--- src/rtl/rom_read_arbiter_pkg.sv ---
// rom_arb_pkg: shared types and constants for the ROM read arbiter.
//   arb_state_t       : arbitration FSM states (ARB, LOCK)
//   req_id_w()        : width of a requester ID for a given requester count
//   ROM_DEPTH_DEFAULT : number of valid words in the sprite/screen ROM
package rom_arb_pkg;

  typedef enum logic {
    ARB  = 1'b0,
    LOCK = 1'b1
  } arb_state_t;

  localparam int unsigned ROM_DEPTH_DEFAULT = 15001;

  function automatic int unsigned req_id_w(input int unsigned n);
    return (n > 1) ? $clog2(n) : 1;
  endfunction

endpackage

--- src/rtl/rom_read_arbiter_rr_picker.sv ---
// rr_picker: combinational round-robin priority pick.
//   req   : request vector
//   mask  : eligibility mask (only req & mask may win)
//   ptr   : last winner; search starts at ptr+1 modulo N
//   gnt   : one-hot grant
//   idx   : index of the granted requester
//   found : any grant issued
module rr_picker #(
  parameter int unsigned N   = 3,
  parameter int unsigned IDW = 2
) (
  input  logic [N-1:0]   req,
  input  logic [N-1:0]   mask,
  input  logic [IDW-1:0] ptr,
  output logic [N-1:0]   gnt,
  output logic [IDW-1:0] idx,
  output logic           found
);

  int unsigned   c;
  logic [IDW-1:0] ci;

  always_comb begin
    gnt   = '0;
    idx   = '0;
    found = 1'b0;
    c     = 0;
    ci    = '0;
    for (int unsigned k = 1; k <= N; k++) begin
      c  = (32'(ptr) + k) % N;
      ci = IDW'(c);
      if (!found && req[ci] && mask[ci]) begin
        found   = 1'b1;
        gnt[ci] = 1'b1;
        idx     = ci;
      end
    end
  end

endmodule

--- src/rtl/rom_read_arbiter.sv ---
// rom_read_arbiter: shares one synchronous-read ROM between NUM_REQ readers.
// Round-robin arbitration with optional per-requester lock (bounded by
// MAX_BURST); one address issued per cycle; each returned word is tagged with
// its requester ID two cycles after the accept edge.
// Ports:
//   Clk, Reset (async, active-high)
//   req_i/lock_i/addr_i : per-requester request, lock and packed address
//   gnt_o               : one-hot combinational accept
//   rom_addr_o          : registered ROM address; rom_data_i : ROM data
//   rdata_valid_o/rdata_id_o/rdata_o/rdata_err_o : tagged return beat
// Optional: define ROM_ARB_RANGE_CHECK_EN to replace out-of-range addresses
// with 0 and flag the returned beat with rdata_err_o.
module rom_read_arbiter
  import rom_arb_pkg::*;
#(
  parameter int unsigned NUM_REQ   = 3,
  parameter int unsigned ADDR_W    = 15,
  parameter int unsigned DATA_W    = 1,
  parameter int unsigned ROM_DEPTH = ROM_DEPTH_DEFAULT,
  parameter int unsigned MAX_BURST = 16
) (
  input  logic                            Clk,
  input  logic                            Reset,
  input  logic [NUM_REQ-1:0]              req_i,
  input  logic [NUM_REQ-1:0]              lock_i,
  input  logic [NUM_REQ*ADDR_W-1:0]       addr_i,
  output logic [NUM_REQ-1:0]              gnt_o,
  output logic [ADDR_W-1:0]               rom_addr_o,
  input  logic [DATA_W-1:0]               rom_data_i,
  output logic                            rdata_valid_o,
  output logic [req_id_w(NUM_REQ)-1:0]    rdata_id_o,
  output logic [DATA_W-1:0]               rdata_o,
  output logic                            rdata_err_o
);

  localparam int unsigned IDW = req_id_w(NUM_REQ);
  localparam int unsigned BCW = $clog2(MAX_BURST + 1);

  arb_state_t     state;
  logic [IDW-1:0] rr_ptr;
  logic [BCW-1:0] burst_cnt;

  logic [NUM_REQ-1:0] pick_mask;
  logic [IDW-1:0]     win_idx;
  logic               found;
  logic [ADDR_W-1:0]  win_addr;
  logic               oor;

  // Two-stage tag pipeline: stage 1 tracks the address register, stage 2
  // lines up with the ROM's registered data.
  logic           v1, v2;
  logic [IDW-1:0] id1, id2;
  logic           err1, err2;

  // While locked, rr_ptr always equals the owner (every grant updates it),
  // so the owner mask is derived from the pointer itself.
  always_comb begin
    pick_mask = '1;
    if (state == LOCK) begin
      pick_mask         = '0;
      pick_mask[rr_ptr] = 1'b1;
    end
  end

  rr_picker #(
    .N   (NUM_REQ),
    .IDW (IDW)
  ) u_pick (
    .req   (req_i),
    .mask  (pick_mask),
    .ptr   (rr_ptr),
    .gnt   (gnt_o),
    .idx   (win_idx),
    .found (found)
  );

  assign win_addr = addr_i[win_idx*ADDR_W +: ADDR_W];

`ifdef ROM_ARB_RANGE_CHECK_EN
  assign oor = (32'(win_addr) >= ROM_DEPTH);
`else
  assign oor = 1'b0;
`endif

  always_ff @(posedge Clk or posedge Reset) begin
    if (Reset) begin
      state      <= ARB;
      rr_ptr     <= IDW'(NUM_REQ - 1);
      burst_cnt  <= '0;
      rom_addr_o <= '0;
      v1         <= 1'b0;
      v2         <= 1'b0;
      id1        <= '0;
      id2        <= '0;
      err1       <= 1'b0;
      err2       <= 1'b0;
    end else begin
      v2   <= v1;
      id2  <= id1;
      err2 <= err1;
      v1   <= found;
      if (found) begin
        id1        <= win_idx;
        err1       <= oor;
        rom_addr_o <= oor ? '0 : win_addr;
        rr_ptr     <= win_idx;
      end
      case (state)
        ARB: begin
          if (found && lock_i[win_idx] && (MAX_BURST > 1)) begin
            state     <= LOCK;
            burst_cnt <= BCW'(1);
          end
        end
        LOCK: begin
          if (found) begin
            // Break the lock on the grant that would reach MAX_BURST.
            if (lock_i[win_idx] && (32'(burst_cnt) + 1 < MAX_BURST)) begin
              burst_cnt <= burst_cnt + BCW'(1);
            end else begin
              state     <= ARB;
              burst_cnt <= '0;
            end
          end else if (!req_i[rr_ptr] && !lock_i[rr_ptr]) begin
            state     <= ARB;
            burst_cnt <= '0;
          end
        end
        default: begin
          state     <= ARB;
          burst_cnt <= '0;
        end
      endcase
    end
  end

  assign rdata_valid_o = v2;
  assign rdata_id_o    = id2;
  assign rdata_err_o   = v2 & err2;
  assign rdata_o       = (v2 && !err2) ? rom_data_i : '0;

endmodule

--- config.mk ---
export PLATFORM = sky130hd
export DESIGN_NAME = rom_read_arbiter
export DESIGN_NICKNAME = d
export VERILOG_FILES = /design/src/rtl/rom_read_arbiter_pkg.sv /design/src/rtl/rom_read_arbiter_rr_picker.sv /design/src/rtl/rom_read_arbiter.sv
export SDC_FILE = /design/constraint.sdc
export NUM_CORES = 1
export LEC_CHECK = 0
export ABC_AREA = 1
export BUFFER_PORTS_ARGS = -buffer_cell sky130_fd_sc_hd__buf_2
export CORE_UTILIZATION = 48
export CTS_CLUSTER_DIAMETER = 120
export DETAILED_ROUTE_END_ITERATION = 6
export GPL_TIMING_DRIVEN = 1
export PLACE_DENSITY_LB_ADDON = 0.2
export SLEW_MARGIN = 20
export SYNTH_ARGS = -nofsm -noshare
export SYNTH_HDL_FRONTEND = slang
export SYNTH_HIERARCHICAL = 1
export SYNTH_SLANG_ARGS = --single-unit
--- constraint.sdc ---
create_clock -name Clk -period 3.1 [get_ports Clk]
set_input_delay 0.31 -clock Clk [delete_from_list [all_inputs] [get_ports Clk]]
set_output_delay 0.31 -clock Clk [all_outputs]
set_load 0.01 [all_outputs]
# Word-level counts from Yosys, hierarchy flattened
# Index checks and enable logic that the tools add are counted.
# word_totals
regBits	29
latchBits	0
mem_bits_rw	0
romBits	0
input_bits	54
out_inout_bits	23
elab_cells	97
n_memories	0
# classes
add_sub_neg	5
mul	1
n_div	3
order_cmp	10
n_eq_ne	2
shifts	1
mux	47
n_bitwise	3
n_reduce_logical	17
# ops
operator	count
$mod A32 B2 Y32 const B	3
$shiftx A45 B7 Y15	1
$mux W1	21
$mux W5	4
$bmux W1 S2	9
$lt A2 B3 Y1 const B	5
$logic_and A1 B1 Y1	12
$mux W3	4
$pmux W5 S2	1
$demux W1 S2	4
$ge A2 B1 Y1 const B	4
$add A2 B2 Y3 const B	2
$add A5 B1 Y6 const B	1
$lt A6 B5 Y1 const B	1
$mul A2 B4 Y6 const B	1
$mux W2	3
$or A3 B3 Y3	2
$add A5 B1 Y5 const B	1
$logic_not A1 Y1	4
$add A2 B1 Y3 const B	1
$ne A3 B1 Y1 const B	1
$ne A2 B2 Y1 const B	1
$pmux W1 S2	1
$reduce_and A2 Y1	1
$not A1 Y1	1

# Logic depth before layout (Yosys ltp)
# depth
word_depth	23
mapped_depth	18
mapped_depth_nobuf	17

# Modules after synthesis
# Netlist, hierarchy kept.
# modules_own_cells
module	instances	cells_each	area_per_inst_um2	seq_area_each_um2
rom_read_arbiter	1	208	1542.7	701.9
rr_picker	1	49	302.8	0.0

# Least setup slack after synthesis
# OpenSTA, ideal clock, no wires.
# synth_path
kind	register to register
from	register rr_ptr[0]
to	register burst_cnt[2]
setup_time_ns	0.118
arrival_ns	2.150
required_time_ns	2.982
setup_slack_ns	0.832
path_stages_with_launch	18
n_path_buf	1
synth_period_minus_slack_ns	2.268
path_cell_list	dfrtp_1 inv_1 ha_1 inv_2 nand2_1 nand3_2 nand2_2 nor2_4 nand3_1 nand3_1 buf_6 inv_4 nand2_1 nand3_1 a21oi_2 inv_2 nand3_1 nand2_1
# synth_between
elab_chain_cells	23
word_cells_on_any_way	54
cone_classes	3 x add/sub; 3 x div; 2 x order compare; 2 x eq/ne; 30 x mux; 14 x reduce/logical
# synth_rtl
item	line	rtl
from (decl)	rom_read_arbiter.sv:40	logic [IDW-1:0] rr_ptr;
from (signal assigned)	rom_read_arbiter.sv:88	rr_ptr <= IDW'(NUM_REQ - 1);
from (signal assigned)	rom_read_arbiter.sv:106	rr_ptr <= win_idx;
branches (longest 16 deep; another with $mod A32 B2 Y32)	n/a	
$mux W2 *	rom_read_arbiter_rr_picker.sv:32	if (!found && req[ci] && mask[ci]) begin
net win_idx[0]	rom_read_arbiter.sv:44	logic [IDW-1:0] win_idx;
$bmux W1 S2 *	rom_read_arbiter.sv:110, rom_read_arbiter.sv:118	
$mux W1 (implied by the code) *	rom_read_arbiter.sv:110, rom_read_arbiter.sv:118	
$logic_and A1 B1 Y1	rom_read_arbiter.sv:118	if (lock_i[win_idx] && (32'(burst_cnt) + 1 < MAX_BURST)) begin
$mux W5	rom_read_arbiter.sv:118	
$mux W5	rom_read_arbiter.sv:116	if (found) begin
$pmux W5 S2	rom_read_arbiter.sv:108	case (state)
to (signal assigned)	rom_read_arbiter.sv:119	burst_cnt <= burst_cnt + BCW'(1);
to (decl)	rom_read_arbiter.sv:41	logic [BCW-1:0] burst_cnt;
# Mark *: on every way through the listed nets, which the timed path passes. The select of a mux whose other input is x is not followed.
# A chain may end at the register's enable or synchronous reset.

# Final worst setup path
# layout_path
from	register rr_ptr[0]
to	register burst_cnt[1]
# Same word-level chain as after synthesis.

==> results_dict.tcl <==
set metrics [dict create \
    status "completed" \
    finalWeightedCongestion 0.872 \
    comb_power_share_pct 65.0 \
    antenna_found_initial 0 \
    number_of_global_route_vias_before_repair 1764 \
    worstMarginPinSlew_ns 0.581 \
    power_dissipated_by_switching_net_loads_uw 1340 \
    vias_per_cell 4.91 \
    synth_mux_area_share_pct 0 \
    h-tree-depth 1 \
    synthTopCellsByArea "sky130_fd_sc_hd__dfrtp_1, sky130_fd_sc_hd__nand2_1, sky130_fd_sc_hd__nor2_1, sky130_fd_sc_hd__o21ai_0, sky130_fd_sc_hd__nand3_1" \
    crit_path_max_incr_delay_ns 0.49 \
    floorplan.die.width_um 64.0 \
    synth-compound-area-share_pct 13.4 \
    clkTransAtPathRegs_ns 0.10 \
    rsz0062_at_grt "false" \
    floorplan.initialDensity_pct 50.4 \
    finalClockSkew_ns 0.00366 \
    ys_seq_area_share_pct 38.0 \
    setup_viol 0 \
    yosys_register_bits 28 \
    vdd_drop_max_mv 0.537 \
    post_cts_resized 0 \
    post_synth_fa_ha_maj_area_fraction_pct 3.39 \
    drt.antenna.violating_nets 0 \
    pwr-share-clk_pct 10.6 \
    cp_max_fo 16 \
    design.core.area_sq_mm 0.00366 \
    design.final.nets 388 \
    power_uw 2700 \
    grt_first_pass_wirelength_um 7530 \
    max_freq_mhz 367 \
    vias 1846 \
    grt_remaining_overflow 0 \
    post_synth_xor_area_fraction_pct 0.949 \
    class_of_the_worst_hold_path "input port to async pin" \
    dp_hpwl_um 3310 \
    grt.total_usage_pct 23.1 \
    timing.max_cap.violations 0 \
    holdBufCountCts 0 \
    drtIter0Drc 104 \
    fill_cells 359 \
    worst_slew_margin_rel_pct 61.2 \
    drcViolationCount 0 \
    setup-tns-final_ns 0 \
    cts_max_path_buffers 2 \
    r2r.worst_path.cells 15 \
    num_rows 22 \
    final_period_minus_worst_setup_slack_ns 2.73 \
    syn_area_sq_mm 0.00185 \
    root_buffer_selected_by_cts "sky130_fd_sc_hd__clkbuf_8" \
    place.port_buffers 75 \
    endpoint_kind "flop" \
    slew_violations 0 \
    synthesis.area_per_instance_sq_um 7.18 \
    r2r-end "burst_cnt[1]" \
    clk-insertion-delay-late_ns 0.27 \
    sw_frac_of_total_pct 49.8 \
    detailedRoute.firstPassIterationCount 4 \
    postSynthCellCount 257 \
    yosys.area_share.simple_pct 34.4 \
    yosysWarningCount 6 \
    synth_largest_area_cell "sky130_fd_sc_hd__dfrtp_1" \
    die_y_um 64.0 \
    internal_power_uw 1350 \
    synth_top_family_by_area "simple AND/OR/NAND/NOR gates" \
    min_period_over_period_pct 88.0 \
    design.die.area_sq_mm 0.00410 \
    drive_gt1_share_pct 32.0 \
    timing.setup.critical_path_class "flop to flop" \
    worst_path_max_delay_cell "sky130_fd_sc_hd__dfrtp_1" \
    p_leak_uw 0.00122 \
    wire_per_inst_um 11.5 \
    regToRegStartpoint "rr_ptr[0]" \
    number_of_clock_buffers_inserted_by_tritoncts 3 \
    cellPowerDensity_mw_per_mm2 1170 \
    grt_max_degree 29 \
    boundaryPins 77 \
    tritoncts_clock_tree "yes" \
    power.share.sequential_pct 24.4 \
    antenna_cells_inserted 0 \
    reg_to_reg_slack_setup_ns 0.37 \
    mappedNetlistNets 316 \
    area.growth.synth_to_final_pct 25.2 \
    required_ns 3.27 \
    synthDistinctLibCells 27 \
    finalHoldViolations 0 \
    post_cts_buffers 0 \
    tritoncts_num_sinks 28 \
    synth_top_area_share_pct 36.6 \
    series_of_cell_instances_along_the_critical_path "inv_1 > ha_1 > inv_2 > nand2_1 > nand3_2 > nand2_2 > inv_2 > nand3_1 > nand3_1 > nor2_8 > nand2_2 > a21oi_2 > inv_2 > nand3_1 > nand2_1" \
    critical_path.startpoint_type "flop" \
    drt-total-wl_um 4310 \
    timing.critical_path.arrival_ns 2.90 \
]
==> state kept, by name, summed over array words and instances (netlist names) <==
signal / cells
rom_addr_o: 15
burst_cnt: 5
rdata_id_o: 2
rr_ptr: 2
id1: 1
rdata_valid_o: 1
state: 1
v1: 1
==> how the worst max path moves through the flow <==
stage                          from      endpoint  slack (ns)
final                     rr_ptr[0]  burst_cnt[1]        0.37
after global routing      rr_ptr[0]  burst_cnt[1]        0.03
after CTS                 rr_ptr[0]  burst_cnt[1]        0.35
after detailed placement  rr_ptr[0]  burst_cnt[1]        0.37
after global placement    rr_ptr[0]  burst_cnt[3]        0.48
after floorplan           rr_ptr[0]  burst_cnt[2]        0.83
==> metal layers <==
layer / vias up / part of all wire (%) / routed length [um] / track usage (%)
li1: 972 / - / - / -
met1: 803 / 46 / 2000 / 31.1
met2: 67 / 47 / 2040 / 39.2
met3: 4 / 5.5 / 238 / 3.21
met4: 0 / 0.79 / 34 / 4.83
met5: - / 0 / 0 / 0
==> through the flow <==
| step | std cells | hold WS, ns | utilization [%] | area [sq um] | setup slack (ns) |
|---|---|---|---|---|---|
| 2_1_floorplan | 257 | 0.331 | - | 1850 | 0.832 |
| 3_3_place_gp | 372 | 0.338 | 61.1 | 2240 | 0.483 |
| 3_5_place_dp | 372 | 0.342 | 61.1 | 2240 | 0.372 |
| 4_1_cts | 376 | 0.282 | 63.1 | 2310 | 0.346 |
| 5_1_grt | 376 | 0.135 | 63.1 | 2310 | 0.0324 |
| 6_report | 376 | 0.0890 | 63.1 | 2310 | 0.372 |
==> cell usage in the layout (no fill, tap or decap), drive strengths merged, types with 2 or more instances in the layout <==
master  count
dfrtp      27
nand4       5
ha          5
o21ai      23
nor2       52
a31oi      15
inv        26
xor2        2
nand2      61
clkbuf      3
buf        79
nand3      23
==> cell usage after synthesis <==
master                     count
sky130_fd_sc_hd__buf_6         2
sky130_fd_sc_hd__nor2_1       50
sky130_fd_sc_hd__a21oi_2       1
sky130_fd_sc_hd__nor2_4        1
sky130_fd_sc_hd__inv_1        20
sky130_fd_sc_hd__o21ai_0      23
sky130_fd_sc_hd__a31oi_1      15
sky130_fd_sc_hd__nor2_8        1
sky130_fd_sc_hd__inv_2         4
sky130_fd_sc_hd__nand2_2       5
sky130_fd_sc_hd__nand3_2       4
sky130_fd_sc_hd__a21boi_0      1
sky130_fd_sc_hd__inv_4         2
sky130_fd_sc_hd__nand2_1      55
sky130_fd_sc_hd__nand2_4       1
sky130_fd_sc_hd__clkinv_1      1
sky130_fd_sc_hd__buf_2         4
sky130_fd_sc_hd__dfrtp_1      27
sky130_fd_sc_hd__o31ai_4       1
sky130_fd_sc_hd__dfstp_2       1
sky130_fd_sc_hd__xor2_1        2
sky130_fd_sc_hd__buf_4         2
sky130_fd_sc_hd__clkbuf_1      4
sky130_fd_sc_hd__ha_1          5
sky130_fd_sc_hd__nand4_1       5
sky130_fd_sc_hd__nand3_1      19
sky130_fd_sc_hd__conb_1        1
==> worst max-delay path: cells and delay by family (launching register included) <==
kind / cells / cell delay, ns
and+or+nand+nor: 9 / 1.28
AOI/OAI and AO/OA: 1 / 0.18
adders and majority gates: 1 / 0.38
buffers and inverters: 4 / 0.31
DFF: 1 / 0.49
==> power by group through the flow <==
stage / clock, uW / combinational, uW / sequential [uW]
floorplan: 0 / 1320 / 689
global placement: 0 / 1730 / 660
detailed placement: 0 / 1770 / 661
CTS: 291 / 1770 / 658
global route: 307 / 2020 / 679
finish: 287 / 1750 / 658
==> layout make-up <==
cell class	instances	area, sq um	area share [%]
Timing Repair Buffer	79	405	17.6
Inverter	27	106	4.60
Sequential cell	28	702	30.4
Clock inverter	1	30.0	1.30
Multi-Input combinational cell	190	965	41.8
Clock buffer	3	41.3	1.79
Tap cell	48	60.1	2.60
==> kinds of logic (layout without fill, tap and decap cells) <==
kind of cell | after synthesis | in the layout
compound gates | 41 | 41
xor+xnor | 2 | 2
fa+ha+maj | 5 | 5
buf+inv | 39 | 110
flops | 28 | 28
other cells | 1 | 1
simple gates | 141 | 141
Power figures use the tool's default switching activity.
